## config.mk

```make
export PLATFORM = sky130hd
export DESIGN_NAME = hsem_task_dispatch
export DESIGN_NICKNAME = d
export VERILOG_FILES = /design/src/rtl/hsem_pkg.sv /design/src/rtl/hsem_rr_arb.sv /design/src/rtl/hsem_task_dispatch.sv
export SDC_FILE = /design/constraint.sdc
export NUM_CORES = 1
export LEC_CHECK = 0
export ABC_AREA = 1
export BUFFER_PORTS_ARGS = -buffer_cell sky130_fd_sc_hd__buf_2
export CAP_MARGIN = 5
export CORE_UTILIZATION = 61
export DETAILED_ROUTE_END_ITERATION = 8
export PLACE_DENSITY = 0.79
export SLEW_MARGIN = 5
export SYNTH_ARGS = -nofsm -noshare
export SYNTH_HDL_FRONTEND = slang
export SYNTH_HIERARCHICAL = 1
export SYNTH_SLANG_ARGS = --single-unit
```

## constraint.sdc

```tcl
create_clock -name hclk -period 5.45 [get_ports hclk]
set_input_delay 0.545 -clock hclk [delete_from_list [all_inputs] [get_ports hclk]]
set_output_delay 0.545 -clock hclk [all_outputs]
set_load 0.01 [all_outputs]
```

## src/rtl/hsem_pkg.sv

```systemverilog
// Shared definitions for the HSEM task dispatcher: default sizes, FSM encoding
// and the round-robin pointer advance helper.
package hsem_pkg;

  localparam int HSEM_TASK_W  = 32;
  localparam int HSEM_ID_W    = 5;
  localparam int HSEM_TMO_CYC = 1024;

  typedef enum logic [2:0] {
    ST_IDLE  = 3'd0,
    ST_ARB   = 3'd1,
    ST_OFFER = 3'd2,
    ST_RUN   = 3'd3,
    ST_CMPL  = 3'd4
  } hsem_state_e;

  // Slot after the one just retired, wrapping at the vector width.
  function automatic int rr_next(input int id, input int width);
    if (id + 1 >= width) begin
      return 0;
    end else begin
      return id + 1;
    end
  endfunction

endpackage

```

## src/rtl/hsem_rr_arb.sv

```systemverilog
// Combinational round-robin picker: lowest set pending bit at or above
// i_rr_ptr, wrapping from TASK_W-1 back to 0.
module hsem_rr_arb
  import hsem_pkg::*;
#(
  parameter int TASK_W = HSEM_TASK_W,
  parameter int ID_W   = HSEM_ID_W
) (
  input  logic [TASK_W-1:0] i_pending,
  input  logic [ID_W-1:0]   i_rr_ptr,
  output logic [ID_W-1:0]   o_grant_idx,
  output logic              o_grant_vld
);

  logic [ID_W-1:0] w_pos;

  // Scan starting at the pointer; the first hit wins.
  always_comb begin
    o_grant_vld = 1'b0;
    o_grant_idx = '0;
    w_pos       = '0;
    for (int i = 0; i < TASK_W; i++) begin
      w_pos = ID_W'((int'(i_rr_ptr) + i) % TASK_W);
      if (!o_grant_vld && i_pending[w_pos]) begin
        o_grant_vld = 1'b1;
        o_grant_idx = w_pos;
      end else begin
        o_grant_vld = o_grant_vld;
      end
    end
  end

endmodule

```

## src/rtl/hsem_task_dispatch.sv

```systemverilog
// Dispatches pending task-request bits to one core, round-robin, one at a time.
// Define HSEM_TASK_TMO_EN to abort a task that runs longer than TMO_CYC cycles.
module hsem_task_dispatch
  import hsem_pkg::*;
#(
  parameter int TASK_W  = HSEM_TASK_W,
  parameter int ID_W    = HSEM_ID_W,
  parameter int TMO_CYC = HSEM_TMO_CYC
) (
  input  logic              hclk,
  input  logic              hresetn,
  input  logic [TASK_W-1:0] tsk_stat,
  input  logic              tsk_load,
  output logic              task_valid,
  output logic [ID_W-1:0]   task_id,
  input  logic              task_ready,
  input  logic              task_done,
  output logic [TASK_W-1:0] task_clr,
  output logic              busy,
  output logic [ID_W:0]     pend_cnt,
  output logic              tmo_err
);

  if ((TASK_W > (2 ** ID_W)) || (TMO_CYC < 2)) begin : g_param_chk
    $error("hsem_task_dispatch: TASK_W must fit in ID_W bits and TMO_CYC must be >= 2");
  end

  hsem_state_e       r_state;
  logic [TASK_W-1:0] r_pending;
  logic [ID_W-1:0]   r_rr_ptr;
  logic [ID_W-1:0]   r_task_id;
  logic              r_task_valid;
  logic [TASK_W-1:0] r_task_clr;
  logic              r_busy;
  logic [ID_W:0]     r_pend_cnt;
  logic              r_tmo_err;

  logic [TASK_W-1:0] w_onehot;
  logic [TASK_W-1:0] w_clr_vec;
  logic [TASK_W-1:0] w_pending_nxt;
  logic [ID_W:0]     w_popcnt;
  logic [ID_W-1:0]   w_rr_nxt;
  logic [ID_W-1:0]   w_grant_idx;
  logic              w_grant_vld;
  logic              w_tmo_hit;

  hsem_rr_arb #(.TASK_W(TASK_W), .ID_W(ID_W)) u_arb (
    .i_pending   (r_pending),
    .i_rr_ptr    (r_rr_ptr),
    .o_grant_idx (w_grant_idx),
    .o_grant_vld (w_grant_vld)
  );

  assign w_onehot = {{(TASK_W-1){1'b0}}, 1'b1} << r_task_id;
  assign w_rr_nxt = ID_W'(rr_next(int'(r_task_id), TASK_W));

`ifdef HSEM_TASK_TMO_EN
  localparam int TMO_W = $clog2(TMO_CYC + 1);
  logic [TMO_W-1:0] r_tmo_cnt;

  // task_done in the expiry cycle takes priority over the timeout.
  assign w_tmo_hit = (r_state == ST_RUN) && !task_done && (r_tmo_cnt == TMO_W'(TMO_CYC - 1));

  // Counts cycles spent in RUN; idle at zero everywhere else.
  always_ff @(posedge hclk or negedge hresetn) begin
    if (!hresetn) begin
      r_tmo_cnt <= '0;
    end else if ((r_state == ST_RUN) && !task_done && !w_tmo_hit) begin
      r_tmo_cnt <= r_tmo_cnt + TMO_W'(1);
    end else begin
      r_tmo_cnt <= '0;
    end
  end
`else
  assign w_tmo_hit = 1'b0;
`endif

  // Retiring slot is cleared on completion or timeout; a same-cycle load re-sets it.
  always_comb begin
    if ((r_state == ST_CMPL) || w_tmo_hit) begin
      w_clr_vec = w_onehot;
    end else begin
      w_clr_vec = '0;
    end
    w_pending_nxt = (r_pending & ~w_clr_vec) | (tsk_load ? tsk_stat : {TASK_W{1'b0}});
  end

  // Population count of the current pending vector.
  always_comb begin
    w_popcnt = '0;
    for (int i = 0; i < TASK_W; i++) begin
      w_popcnt = w_popcnt + {{ID_W{1'b0}}, r_pending[i]};
    end
  end

  // Pending vector and its registered count.
  always_ff @(posedge hclk or negedge hresetn) begin
    if (!hresetn) begin
      r_pending  <= '0;
      r_pend_cnt <= '0;
    end else begin
      r_pending  <= w_pending_nxt;
      r_pend_cnt <= w_popcnt;
    end
  end

  // Dispatch FSM with registered handshake and status outputs.
  always_ff @(posedge hclk or negedge hresetn) begin
    if (!hresetn) begin
      r_state      <= ST_IDLE;
      r_task_id    <= '0;
      r_task_valid <= 1'b0;
      r_task_clr   <= '0;
      r_busy       <= 1'b0;
      r_rr_ptr     <= '0;
      r_tmo_err    <= 1'b0;
    end else begin
      r_task_clr <= '0;
      r_tmo_err  <= 1'b0;
      case (r_state)
        ST_IDLE: begin
          if (r_pending != '0) begin
            r_state <= ST_ARB;
            r_busy  <= 1'b1;
          end
        end
        ST_ARB: begin
          if (w_grant_vld) begin
            r_task_id    <= w_grant_idx;
            r_task_valid <= 1'b1;
            r_state      <= ST_OFFER;
          end else begin
            r_state <= ST_IDLE;
            r_busy  <= 1'b0;
          end
        end
        ST_OFFER: begin
          if (task_ready) begin
            r_task_valid <= 1'b0;
            r_state      <= ST_RUN;
          end
        end
        ST_RUN: begin
          if (task_done) begin
            r_task_clr <= w_onehot;
            r_state    <= ST_CMPL;
          end else if (w_tmo_hit) begin
            r_tmo_err <= 1'b1;
            r_rr_ptr  <= w_rr_nxt;
            r_state   <= ST_IDLE;
            r_busy    <= 1'b0;
          end
        end
        ST_CMPL: begin
          r_rr_ptr <= w_rr_nxt;
          r_state  <= ST_IDLE;
          r_busy   <= 1'b0;
        end
        default: begin
          r_state      <= ST_IDLE;
          r_task_valid <= 1'b0;
          r_busy       <= 1'b0;
        end
      endcase
    end
  end

  assign task_valid = r_task_valid;
  assign task_id    = r_task_id;
  assign task_clr   = r_task_clr;
  assign busy       = r_busy;
  assign pend_cnt   = r_pend_cnt;
  assign tmo_err    = r_tmo_err;

endmodule

```

==> results.md, run 1 <==
## Logic synthesis
- sky130_fd_sc_hd__dfrtp_1 — most common flop cell mapped by yosys
- 0 — number of flops mapped to enable cells by yosys
- 9.62% — post-synthesis share of cell area spent on full adders, half adders and majority gates
- 1261 — Synth Instances
- 47 — number of distinct library cells after synthesis
- 1348 — synthesized net count
- sky130_fd_sc_hd__dfrtp_1, sky130_fd_sc_hd__nand3_1, sky130_fd_sc_hd__nand2_1 — cell types with the largest area share after synthesis
- sky130_fd_sc_hd__nand2_1 — leading cell type by number of instances after synthesis
- 100% — proportion of register bits with asynchronous set or reset after synthesis
- 45.6% — area share of and/or/nand/nor cells after synthesis
- 25.4% — area fraction of the dominant cell type after synthesis
- 7.11% — fraction of the mapped netlist area in compound gates
- 85 — flip-flop and latch count after synthesis
- 0.00838 mm^2 — Post-Synthesis Cell Area
- 25.4% — sequential-to-total area share from yosys stat
- sky130_fd_sc_hd__nand2_1, sky130_fd_sc_hd__nand3_1, sky130_fd_sc_hd__nor2_1 — top post-synthesis cells by count
- sky130_fd_sc_hd__dfrtp_1 — library cell with the largest summed area after synthesis
- 6 — number of synthesis warnings
- simple AND/OR/NAND/NOR gates — main combinational cell family by area after synthesis
- 6.64 um^2 — mean instance size in the synthesized netlist
- 0% — post-synthesis mux area share
- 2.81% — area share of xor/xnor cells in the synthesized design

## Timing
- 0 — Setup violations, final
- 0 ns — Total Neg Setup Slack
- 0 — Final Hold Vio Count
- 93.7% — portion of the clock cycle consumed by the worst path in the final layout
- 5.11 ns — Final Critical Period
- 0.0108 ns — largest clock skew in the final design
- 15.5% — normalized max-slew margin
- 0.196 GHz — FMAX
- 0 — Final Max Slew Viols
- 0.365 ns — worst hold slack across all endpoints
- 1.27 ns — Least-Margin Pin Slew
- no — RSZ-0062 raised after global routing

## Power
- 0.000394 V — Worst IR Drop VDD
- 658 mW/mm^2 — power density cells
- 4.52 nW — Leakage Power

## Clocking
- 0 — Post CTS Setup Buffer Count
- 0 — Resized cells post-CTS
- built — clock tree from TritonCTS
- 0 — number of hold buffers added after CTS
- 2 — Clock Tree Buf Depth
- 9 — clock buffers created by TritonCTS
- 0.07 ns — clock input transition at the sequential cells of the worst setup and hold paths
- 3 — CTS H-tree depth
- 0.35 ns — clk_lat worst skew
- 85 — CTS sink cnt
- sky130_fd_sc_hd__clkbuf_16 — CTS Root Cell

## Routing
- 9479 — vias
- 6.29 — average via count per standard cell
- 1318 — Starting DRT DRC Count
- 19.9 um — DR WL/cell
- 7 — detailed-router iteration count before antenna repair
- 0 — Antenna Nets Post-Route
- 0 — # DRC
- 29900 um — Routed Wire Length

## Placed design
- 1.08 — final weighted congestion in routability-driven placement
- 81 — PortBufs
- 1491 — post-placement cell count
- 22500 um — post-detail-place hpwl

## Layout
- 69.3% — final core area utilization
- 10.0% — area growth from synthesis to layout
- 1172 — number of fill cells in the layout
- 1413 — nets@finish
- 13.4% — share of cells above drive strength 1
- 1507 — number of standard cells in the layout, taps in and fillers out
- 0 — antenna diode count

## Setup path
- register — kind of end point of the critical path
- register — critical path launch point type
- 5.34 ns — arrival time of the worst setup path
- 0.63 ns — delay contributed by the slowest stage of the critical path
- 5.68 ns — required time at the worst-slack endpoint
- reg -> reg — WS Path Type
- sky130_fd_sc_hd__xor2_1 — cell with the largest stage delay on the worst path
- inv_2, buf_4, ha_1, nand2_1, xor2_1, inv_1, o21ai_0, nor2_1, nor2_1, nand4_2, nor2_4, nand4_2, nor2_4, nand4_4, nor2_8, nand4_2, nor2_2, nand3b_1, nand3_1, inv_1, a21oi_1, o21ai_0 — worst-path cell chain
- sky130_fd_sc_hd__nand4_2 — Most common cell on crit path
- 17 — critical path fanouts, max

## Die
- 83 — Boundary Pins
- 119 um — Die Wd
- 0.0142 mm^2 — Die ar.
- 119 um — height of the die
- 42 — Core Rows
- 0.0133 mm^2 — Core Box Area
- 63.0% — effective utilization at floorplan

## Flow run
- 0 — # Max-Cap Violations

## Global routing
- 43.7% — Total Routing Usage GR
- 0 — remaining global-route overflow
- 86 — maximum number of pins on one net before global-route repair
- 9017 — vias in the first global route
- 47300 um — wire length of the first global-routing pass
- 0 — number of antenna violations at the first check in global routing

## Min path
- in -> async — worst min path class

## Outcome
- completed — run status

==> per-stage QoR <==
| stage | instance area (um^2) | power, W | setup slack (ns) |
|---|---|---|---|
| floorplan | 8380 | 0.00395 | 0.516 |
| global placement | 8880 | 0.00516 | 0.666 |
| detailed placement | 8880 | 0.00519 | 0.550 |
| CTS | 9200 | 0.00587 | 0.481 |
| global route | 9220 | 0.00647 | 0.0446 |
| finish | 9220 | 0.00606 | 0.343 |
==> state kept, by name, summed over array words and instances, names as in the netlist <==
signal	count
task_id	5
pend_cnt	6
r_rr_ptr	5
task_clr	32
busy	1
r_state	3
task_valid	1
r_pending	32
==> worst paths after layout <==
check                           slack, ns  cells past startpoint      endpoint   startpoint
worst max register to register       0.34                     22    r_state[1]  r_rr_ptr[2]
worst max-delay path                 0.34                     22    r_state[1]  r_rr_ptr[2]
max in group asynchronous            4.32                      1   r_rr_ptr[2]      hresetn
worst min register to register       0.47                      2          busy         busy
min in group hclk                    0.39                      3  r_pending[1]  tsk_stat[1]
worst min-delay path                 0.37                      1   task_clr[8]      hresetn
==> area by class of cell <==
cell class              count  area, um^2  area share (%)
clock buffers               9         225            2.44
repair buffers            107         616            6.68
inverters                 123         465            5.05
clock inverters             7        91.3           0.991
flip-flops and latches     85        2130            23.1
well taps                 176         220            2.39
multi-input cells        1000        5470            59.4
==> logic make-up after synthesis <==
kind of cell    after synthesis
simple gates                824
buf+inv                     176
compound gates              102
flops                        85
fa+ha+maj                    50
xor+xnor                     23
other cells                   1
==> layer usage <==
layer  vias to the layer above  track usage (%)  part of all wire [%]
met4                         0             25.4                   6.4
met3                       142             9.43                    12
met2                       668             65.1                    43
met1                      4358             58.7                    39
li1                       4311                -                     -
met5                         -                0                     0
==> cell usage in the layout (no fill, tap or decap), types with 4 or more instances in the layout <==
master,instances
sky130_fd_sc_hd__nand4_4,4
sky130_fd_sc_hd__xor2_1,16
sky130_fd_sc_hd__nor2_1,177
sky130_fd_sc_hd__dfrtp_1,84
sky130_fd_sc_hd__nor2_4,8
sky130_fd_sc_hd__fa_1,24
sky130_fd_sc_hd__nand3_2,7
sky130_fd_sc_hd__buf_4,26
sky130_fd_sc_hd__o21ai_0,60
sky130_fd_sc_hd__inv_2,11
sky130_fd_sc_hd__a31oi_1,10
sky130_fd_sc_hd__a21oi_1,11
sky130_fd_sc_hd__nand3b_1,8
sky130_fd_sc_hd__nand4_1,55
sky130_fd_sc_hd__clkbuf_16,9
sky130_fd_sc_hd__nand2_2,4
sky130_fd_sc_hd__o21ai_1,6
sky130_fd_sc_hd__nand2_1,301
sky130_fd_sc_hd__ha_1,26
sky130_fd_sc_hd__buf_2,80
sky130_fd_sc_hd__nand3_1,244
sky130_fd_sc_hd__inv_1,107
sky130_fd_sc_hd__nor3_1,7
==> worst max-delay path, delay by kind of cell, from the launching register on <==
family                     cells  cell delay, ns
and+or+nand+nor               13            2.05
buffers and inverters          4            0.86
AOI/OAI and AO/OA              3            0.72
xor gates and xnor gates       1            0.63
DFF                            1            0.46
adders and majority gates      1            0.24
==> where the power goes <==
part	internal, W	switching (W)
Sequential	0.000686	0.0000850
Clock	0.000367	0.000291
Combinational	0.00124	0.00340
(Power assumes the default switching activity.)
==> inputs of run 2 (changes only) <==
CORE_UTILIZATION = 65   (was 61)
PLACE_DENSITY = 0.84   (was 0.79)
clock period = 5.9 ns   (was 5.45 ns; I/O delays follow)
==> run 2 against run 1 <==
Net effect:
- via count decreased by 0.20%
- design area fell by 0.73%
- maximum frequency down 6.3%
- count of clock-buffer cells in the layout did not move
- routed wire length is 3.2% lower
- clock skew down 0.0026 ns
- highest routed layer unchanged
==> results.md, run 2 (synthesis gave the netlist of run 1 again) <==
## Die
- 41 — Core Rows
- 116 um — height of the die
- 83 — Boundary Pins
- 66.7% — effective utilization at floorplan
- 116 um — Die Wd
- 0.0133 mm^2 — Die ar.
- 0.0126 mm^2 — Core Box Area

## Timing
- 92.4% — portion of the clock cycle consumed by the worst path in the final layout
- 0.184 GHz — FMAX
- 0 — Setup violations, final
- 5.45 ns — Final Critical Period
- no — RSZ-0062 raised after global routing
- 0 — Final Max Slew Viols
- 21.7% — normalized max-slew margin
- 0 ns — Total Neg Setup Slack
- 0.419 ns — worst hold slack across all endpoints
- 1.17 ns — Least-Margin Pin Slew
- 0.00821 ns — largest clock skew in the final design
- 0 — Final Hold Vio Count

## Setup path
- register — critical path launch point type
- r_state[1] — destination of the critical timing path
- r_rr_ptr[1] — FF-to-FF Start
- r_rr_ptr[1] — Setup crit start
- 29 — critical path fanouts, max
- 0.45 ns — worst reg-to-reg setup slack
- 24 — depth of the most critical reg-to-reg path
- 6.13 ns — required time at the worst-slack endpoint
- register — kind of end point of the critical path
- r_state[1] — worst flop-to-flop path endpoint
- 5.68 ns — arrival time of the worst setup path
- reg -> reg — WS Path Type

## Clocking
- 85 — CTS sink cnt
- 0 — number of hold buffers added after CTS
- 2 — Clock Tree Buf Depth
- 3 — CTS H-tree depth
- 0 — Post CTS Setup Buffer Count
- 9 — clock buffers created by TritonCTS
- 0.07 ns — clock input transition at the sequential cells of the worst setup and hold paths
- 0 — Resized cells post-CTS
- 0.35 ns — clk_lat worst skew
- sky130_fd_sc_hd__clkbuf_16 — CTS Root Cell
- built — clock tree from TritonCTS

## Power
- 0.000348 V — Worst IR Drop VDD
- 605 mW/mm^2 — power density cells
- 0.00553 W — total chip power
- 4.50 nW — Leakage Power

## Layout
- 9.23% — area growth from synthesis to layout
- 72.8% — final core area utilization
- sky130_fd_sc_hd__nand2_1, sky130_fd_sc_hd__nand3_1, sky130_fd_sc_hd__nor2_1 — most frequent cells in the layout
- 0 — antenna diode count
- 1500 — number of standard cells in the layout, taps in and fillers out
- sky130_fd_sc_hd__nand2_1 — most common cell after layout, fill and taps aside
- 1410 — nets@finish
- 13.0% — share of cells above drive strength 1
- 1052 — number of fill cells in the layout

## Routing
- 9460 — vias
- 1505 — Starting DRT DRC Count
- 0 — # DRC
- 0 — Antenna Nets Post-Route
- 29000 um — Routed Wire Length
- 6.31 — average via count per standard cell
- 19.3 um — DR WL/cell
- 7 — detailed-router iteration count before antenna repair

## Global routing
- 45000 um — wire length of the first global-routing pass
- 0 — remaining global-route overflow
- 8649 — vias in the first global route
- 45.0% — Total Routing Usage GR
- 0 — number of antenna violations at the first check in global routing
- 59.6% — met1 track demand over resource
- met2 — most used routing layer
- 10.3% — met3 track demand over resource
- 66.8% — GRT met2 Usage
- 86 — maximum number of pins on one net before global-route repair

## Placed design
- 81 — PortBufs
- 21800 um — post-detail-place hpwl
- 1.10 — final weighted congestion in routability-driven placement
- 1484 — post-placement cell count

## Outcome
- completed — run status

## Flow run
- 0 — # Max-Cap Violations

## Min path
- in -> async — worst min path class

[run 2: routing by layer]
layer	vias to the layer above	share of wire, %
li1	4297	-
met1	4243	38
met2	744	42
met3	176	13
met4	0	6.9
met5	-	0
[run 2: through the flow]
step / setup slack [ns] / instance area [um^2]
final: 0.451 / 9150
after global routing: 0.155 / 9150
after CTS: 0.644 / 9150
after detailed placement: 0.731 / 8840
after global placement: 0.897 / 8840
after floorplan: 0.966 / 8380
[run 2: worst min path at each step]
stage | slack, ns | from | to
floorplan | 0.29 | hresetn | busy
global placement | 0.46 | busy | busy
detailed placement | 0.48 | busy | busy
CTS | 0.44 | tsk_stat[18] | r_pending[18]
global route | 0.45 | tsk_stat[12] | r_pending[12]
finish | 0.42 | hresetn | task_clr[10]
[run 2: final cells by class]
class | instances | area (um^2) | area share [%]
Clock buffer | 9 | 225 | 2.46
Timing Repair Buffer | 104 | 581 | 6.34
Tap cell | 172 | 215 | 2.35
Inverter | 123 | 464 | 5.07
Multi-Input combinational cell | 1000 | 5460 | 59.6
Clock inverter | 7 | 81.3 | 0.889
Sequential cell | 85 | 2130 | 23.2
[run 2: worst max-delay path, stage by stage, from the launching register on]
cell	delay, ns
sky130_fd_sc_hd__dfrtp_1	0.36
sky130_fd_sc_hd__buf_4	0.36
sky130_fd_sc_hd__ha_1	0.22
sky130_fd_sc_hd__nand2_1	0.05
sky130_fd_sc_hd__nand2_1	0.08
sky130_fd_sc_hd__xor2_1	0.55
sky130_fd_sc_hd__inv_2	0.27
sky130_fd_sc_hd__o21ai_0	0.55
sky130_fd_sc_hd__nor2_1	0.08
sky130_fd_sc_hd__a21oi_1	0.31
sky130_fd_sc_hd__inv_1	0.13
sky130_fd_sc_hd__nor2_4	0.14
sky130_fd_sc_hd__nand4_2	0.12
sky130_fd_sc_hd__nor2_4	0.16
sky130_fd_sc_hd__nand4_2	0.12
sky130_fd_sc_hd__nor2_4	0.21
sky130_fd_sc_hd__nand4_4	0.14
sky130_fd_sc_hd__nor2_8	0.19
sky130_fd_sc_hd__nand4_2	0.12
sky130_fd_sc_hd__nor2_2	0.40
sky130_fd_sc_hd__nand3b_1	0.19
sky130_fd_sc_hd__nand3_1	0.17
sky130_fd_sc_hd__inv_1	0.17
sky130_fd_sc_hd__a21oi_1	0.14
sky130_fd_sc_hd__o21ai_0	0.10
[run 2: report_power, final]
group | switching [W] | leakage (nW) | internal, W
sequential | 0.0000716 | 1.00 | 0.000633
combinational | 0.00312 | 3.34 | 0.00111
clock | 0.000254 | 0.152 | 0.000335
